### config.mk
export PLATFORM = sky130hd
export DESIGN_NAME = gpca_op_sequencer
export DESIGN_NICKNAME = d
export VERILOG_FILES = /design/src/rtl/gpca_op_sequencer.sv
export SDC_FILE = /design/constraint.sdc
export NUM_CORES = 1
export LEC_CHECK = 0
export BUFFER_PORTS_ARGS = -buffer_cell sky130_fd_sc_hd__buf_2
export CAP_MARGIN = 5
export CORE_MARGIN = 10
export CORE_UTILIZATION = 40
export CTS_CLUSTER_SIZE = 12
export DETAILED_ROUTE_END_ITERATION = 16
export GPL_TIMING_DRIVEN = 0
export PLACE_DENSITY = 0.68
export SLEW_MARGIN = 0
export SYNTH_ARGS = -nofsm -noshare
export SYNTH_HDL_FRONTEND = slang
export SYNTH_SLANG_ARGS = --single-unit
### constraint.sdc
create_clock -name clk -period 3.8 [get_ports clk]
set_input_delay 0.76 -clock clk [delete_from_list [all_inputs] [get_ports clk]]
set_output_delay 0.76 -clock clk [all_outputs]
set_load 0.02 [all_outputs]
### src/rtl/gpca_op_sequencer.sv
// Sequential front-end for the combinational gpca array: accepts one command,
// drives the array's X/P/B/C/A encoding, waits a settle time, returns F/S.
module gpca_op_sequencer #(
  parameter int SETTLE_CYCLES = 4,
  parameter int CNT_W         = 4
) (
  input  logic        clk,
  input  logic        rst_n,
  input  logic        cmd_valid,
  output logic        cmd_ready,
  input  logic [1:0]  cmd_op,
  input  logic [9:0]  cmd_a,
  input  logic [2:0]  cmd_b,
  output logic        gpca_x,
  output logic [4:0]  gpca_p,
  output logic [6:0]  gpca_b,
  output logic [6:0]  gpca_c,
  output logic [9:0]  gpca_a,
  input  logic [4:0]  gpca_f,
  input  logic [10:0] gpca_s,
  output logic        rsp_valid,
  input  logic        rsp_ready,
  output logic [1:0]  rsp_op,
  output logic [4:0]  rsp_f,
  output logic [10:0] rsp_s,
  output logic        busy,
  output logic [1:0]  state_dbg
);

  // Handshakes: a transfer happens on a rising edge where valid && ready are
  // both high; the sender holds its payload stable until that edge.

  typedef enum logic [1:0] {
    IDLE   = 2'd0,
    SETTLE = 2'd1,
    RESP   = 2'd2
  } state_t;

  localparam logic [CNT_W-1:0] CNT_LOAD = CNT_W'(SETTLE_CYCLES - 1);
  localparam logic [6:0]       SQ_B     = 7'b0011111;
  localparam logic [6:0]       SQ_C     = 7'b0100000;

  state_t           state;
  state_t           state_nxt;
  logic [CNT_W-1:0] cnt;
  logic             accept;
  logic             capture;
  logic             rsp_done;

  always_ff @(posedge clk or negedge rst_n) begin
    if (!rst_n) begin
      state <= IDLE;
    end else begin
      state <= state_nxt;
    end
  end

  always_comb begin
    state_nxt = state;
    case (state)
      IDLE:    if (accept)   state_nxt = SETTLE;
      SETTLE:  if (capture)  state_nxt = RESP;
      RESP:    if (rsp_done) state_nxt = IDLE;
      default: state_nxt = IDLE;
    endcase
  end

  always_comb begin
    cmd_ready = (state == IDLE);
    busy      = (state != IDLE);
    state_dbg = state;
    accept    = cmd_valid && (state == IDLE);
    capture   = (state == SETTLE) && (cnt == '0);
    rsp_done  = (state == RESP) && rsp_valid && rsp_ready;
  end

  // Array operands are loaded only on accept and hold until the next one.
  always_ff @(posedge clk or negedge rst_n) begin
    if (!rst_n) begin
      cnt    <= '0;
      gpca_x <= 1'b0;
      gpca_p <= '0;
      gpca_b <= '0;
      gpca_c <= '0;
      gpca_a <= '0;
      rsp_op <= '0;
    end else if (accept) begin
      cnt    <= CNT_LOAD;
      rsp_op <= cmd_op;
      case (cmd_op)
        2'b00: begin
          gpca_x <= 1'b0;
          gpca_p <= cmd_a[4:0];
          gpca_a <= '0;
          gpca_b <= {cmd_b, 4'b0000};
          gpca_c <= {cmd_b, 4'b0000};
        end
        2'b01: begin
          gpca_x <= 1'b0;
          gpca_p <= cmd_a[4:0];
          gpca_a <= '0;
          gpca_b <= SQ_B;
          gpca_c <= SQ_C;
        end
        2'b10: begin
          gpca_x <= 1'b1;
          gpca_p <= '0;
          gpca_a <= cmd_a;
          gpca_b <= SQ_B;
          gpca_c <= SQ_C;
        end
        default: begin
          gpca_x <= 1'b1;
          gpca_p <= '0;
          gpca_a <= {cmd_a[5:0], 4'b0000};
          gpca_b <= {cmd_b, 4'b0000};
          gpca_c <= {cmd_b, 4'b0000};
        end
      endcase
    end else if ((state == SETTLE) && (cnt != '0)) begin
      cnt <= cnt - CNT_W'(1);
    end
  end

  // Response payload is captured once and then frozen until the next capture.
  always_ff @(posedge clk or negedge rst_n) begin
    if (!rst_n) begin
      rsp_valid <= 1'b0;
      rsp_f     <= '0;
      rsp_s     <= '0;
    end else if (capture) begin
      rsp_valid <= 1'b1;
      rsp_f     <= gpca_f;
      rsp_s     <= gpca_s;
    end else if (rsp_done) begin
      rsp_valid <= 1'b0;
    end
  end

endmodule

Word-level counts from Yosys, hierarchy flattened --
Cells that the tools add are included.
Cells by class: multiply operators 0, add/sub/neg operators 1, bitwise operators 0, div/mod/pow operators 0, shift-type cells 0, multiplexer cells 13, eq/ne operators 7, $lt $le $gt $ge 0, reduce and logical (&&, ||, !) cells 15
Operator list (number):
- $pmux W10 S2 | 1
- $mux W7 | 2
- $mux W4 | 2
- $mux W2 | 3
- $pmux W2 S3 | 1
- $reduce_bool A2 Y1 | 3
- $logic_and A1 B1 Y1 | 5
- $mux W5 | 1
- $eq A2 B1 Y1 const B | 2
- $eq A2 B2 Y1 const B | 2
- $logic_not A2 Y1 | 2
- $logic_not A4 Y1 | 1
- $ne A2 B2 Y1 const B | 2
- $reduce_bool A4 Y1 | 1
- $reduce_or A2 Y1 | 2
- $sub A4 B1 Y4 const B | 1
- $mux W1 | 3
- $reduce_and A3 Y1 | 1
- $ne A2 B1 Y1 const B | 1
Word-level totals: output and inout bits 53, memories kept 0, bits in latches 0, logic and storage cells 47, input bits 35, memory bits (writable) 0, flip-flop bits (word level) 55, bits in read-only memories 0

Logic depth before layout (Yosys ltp) --
depth after elaboration 5, mapped depth 7, gate-level depth less buffers 5

Worst setup path after synthesis --
OpenSTA, ideal clock, no wires.
path type register to output, start point register state[1], in the netlist state_dbg[1], end point output busy, buffers on the path 0, arrival 1157 ps, setup slack 1883 ps, stages on the path, launching flop included 3, required time 3040 ps, cells stage by stage dfrtp_1 nor2_1 inv_1
Between the ends: longest elaborated chain between the ends 1
RTL lines:
- from (decl) | line 43 | state_t state;
- from (signal assigned) | line 54 | state <= state_nxt;
- $reduce_bool A2 Y1 | line 70 | busy = (state != IDLE);
- to (decl) | line 26 | output logic busy,
No other way between the ends.

Final worst setup path --
start point register state[1], in the netlist state_dbg[1], end point output cmd_ready
Between the ends: longest elaborated chain between the ends 1
RTL lines:
- $logic_not A2 Y1 | line 69 | cmd_ready = (state == IDLE);
- to (decl) | line 10 | output logic cmd_ready,
No other way between the ends.

==> out/metrics.csv <==
metric,value,unit
outcome,completed,
preCtsSetupSlack,1.71,ns
ff2ff_path_depth,7,
syn_to_final_growth,27.3,%
cp-start-kind,flop,
clk_pin_slew,0.08,ns
maxCapViolCount,0,
dieArea,8690,sq um
hold_ws,0.477,ns
hold_class,reg2reg,
finalMaxSlewViolations,0,
fin_crit,2.00,ns
place_congestion,0.779,
final_antenna_net_count,0,
max_freq,0.500,GHz
final_common_cell,buf_2,
drt_drc_violations_left,0,
setup_viol_count_final,0,
p_per_area,835,nW/um^2
cp-startpoint,state_dbg[1],
arrival,1.24,ns
power,2.28,mW
vias_per_cell,4.64,
ys_warn_count,0,
rsz0062_at_grt,false,
synth-seq-cells,47,
setup_ws,1.80,ns
cts_tree,yes,
io_buffers,83,
die_x,93.2,um
hold_buffers,0,
grt_pass1_wl,8630,um
setup_tns,0,ns
cts_buffers,5,
antenna_found_initial,0,
final-hold-violation-count,0,
io_pins,88,
drt_iter0_drc,46,
cts-root-buf,clkbuf_8,
cp-end-kind,output port,
placed_area,2660,sq um
initial_utilization,41.7,%
firstDrtPassIters,4,
cts.path.max_buffers,2,
ys_types,28,
fillers,499,
antenna_cells,0,
synth_top_area_cell,dfrtp_1,
clkLatencyLatePin,0.29,ns
multiInputGateArea,831,sq um
post-synth-top-area-fraction,54.8,%
relSlewSlack,32.3,%
fin_area,2730,sq um
register_area,1180,sq um
htreeDepth,2,
skew,0.00321,ns
fin_crit_sh,52.6,%
synthCells,195,
worstReg2RegStart,cnt[0],
ys_seq_area_share,54.8,%
nets,329,
syn_avg_cell_area,11.0,sq um
yosys-top-cells-area,"dfrtp_1 55%, nand2_1 6.8%, mux2_4 5.6%, o21ai_0 5.4%, mux2_2 4.7%",
fp-row-count,26,
grt_overflow_total,0,
dp_hpwl,3950,um
mostFrequentLayoutCells,"85 x buf_2, 47 x dfrtp_1, 39 x nand2_1, 23 x o21ai_0, 10 x a21oi_1",
crit_type,reg2out,
routed_wl,5130,um
layout.cells.non_filler,357,
r2r_slack,1.91,ns
p_leak,1.48,nW
cts_setup_buffers,0,
grt_usage,12.1,%
placedCellCount,351,
cp-endpoint,cmd_ready,
critPathMaxFanout,7,
ir_worst_vdd,396,uV
worstPathRequired,3.04,ns
grt_pass1_vias,1794,
synth_area,2150,sq um
cts-resized-gates,0,
clock-sinks,47,
tightest_slew,1.02,ns
num_vias,1656,
drive_gt1_share,41.8,%
die_y,93.2,um
core,5140,sq um
reg2reg_to,rsp_s[8],
grt_max_degree,48,
utilization,53.2,%
wire_per_inst,14.4,um
report_power, final:
part / total, mW / switching [mW] / internal, mW
Combinational: 1.15 / 0.683 / 0.471
Sequential: 0.856 / 0.127 / 0.729
Clock: 0.273 / 0.150 / 0.123
Total: 2.28 / 0.960 / 1.32
sequential cells by signal (all words and copies together) (netlist names), 2 cells and up:
name,count
cnt,4
state_dbg,2
gpca_c,3
rsp_op,2
gpca_p,5
rsp_s,11
gpca_a,10
gpca_b,3
rsp_f,5
final cells by class:
cell class / instances / area share (%)
well taps: 70 / 3.21
clock buffers: 6 / 2.66
inverters: 6 / 0.824
plain buffers: 19 / 4.67
multi-input cells: 126 / 30.4
repair buffers: 83 / 15.2
flip-flops and latches: 47 / 43.0
cell families after synthesis:
logic type,share of synthesized area (%)
buffers and inverters,7.00
DFF,54.8
adders and majority gates,3.50
muxes,11.7
and+or+nand+nor,14.6
other,0.175
AOI/OAI and AO/OA,8.16
worst max-delay path, cell delays in order (launching register included):
cell	delay, ns
dfrtp_1	0.44
nor2_1	0.28
buf_2	0.23
worst min path at each step:
stage / endpoint / depth (start not counted) / startpoint
CTS: gpca_x / 2 / gpca_x
floorplan: cnt[0] / 1 / cnt[0]
detailed placement: gpca_x / 2 / gpca_x
finish: gpca_x / 2 / gpca_x
global route: gpca_a[3] / 2 / gpca_a[3]
global placement: rsp_op[0] / 2 / rsp_op[0]
cell usage after synthesis:
| master | n |
|---|---|
| clkbuf_1 | 6 |
| nand2_1 | 39 |
| and3b_1 | 6 |
| mux2_2 | 9 |
| nand3b_1 | 2 |
| buf_6 | 1 |
| buf_12 | 1 |
| nand3_1 | 2 |
| nand2b_1 | 4 |
| conb_1 | 1 |
| mux2_4 | 8 |
| or3b_1 | 1 |
| a21oi_1 | 10 |
| buf_1 | 1 |
| nor2_1 | 3 |
| o21ai_0 | 23 |
| nand4_1 | 1 |
| buf_4 | 8 |
| dfrtp_1 | 47 |
| or2_2 | 1 |
| ha_1 | 6 |
| and2b_1 | 1 |
| or3b_4 | 1 |
| a221o_1 | 1 |
| buf_2 | 2 |
| mux2i_1 | 3 |
| inv_1 | 6 |
| nand2b_4 | 1 |
layer usage:
metal | up-vias | global-route usage, % | share of wire (%) | wire length [um]
li1 | 814 | - | - | -
met3 | 5 | 6.47 | 12 | 595
met2 | 70 | 18.2 | 42 | 2160
met1 | 767 | 14.6 | 46 | 2330
met4 | 0 | 3.47 | 0.80 | 41
met5 | - | 0 | 0 | 0
Note: power is estimated with default switching activity, not from simulation.
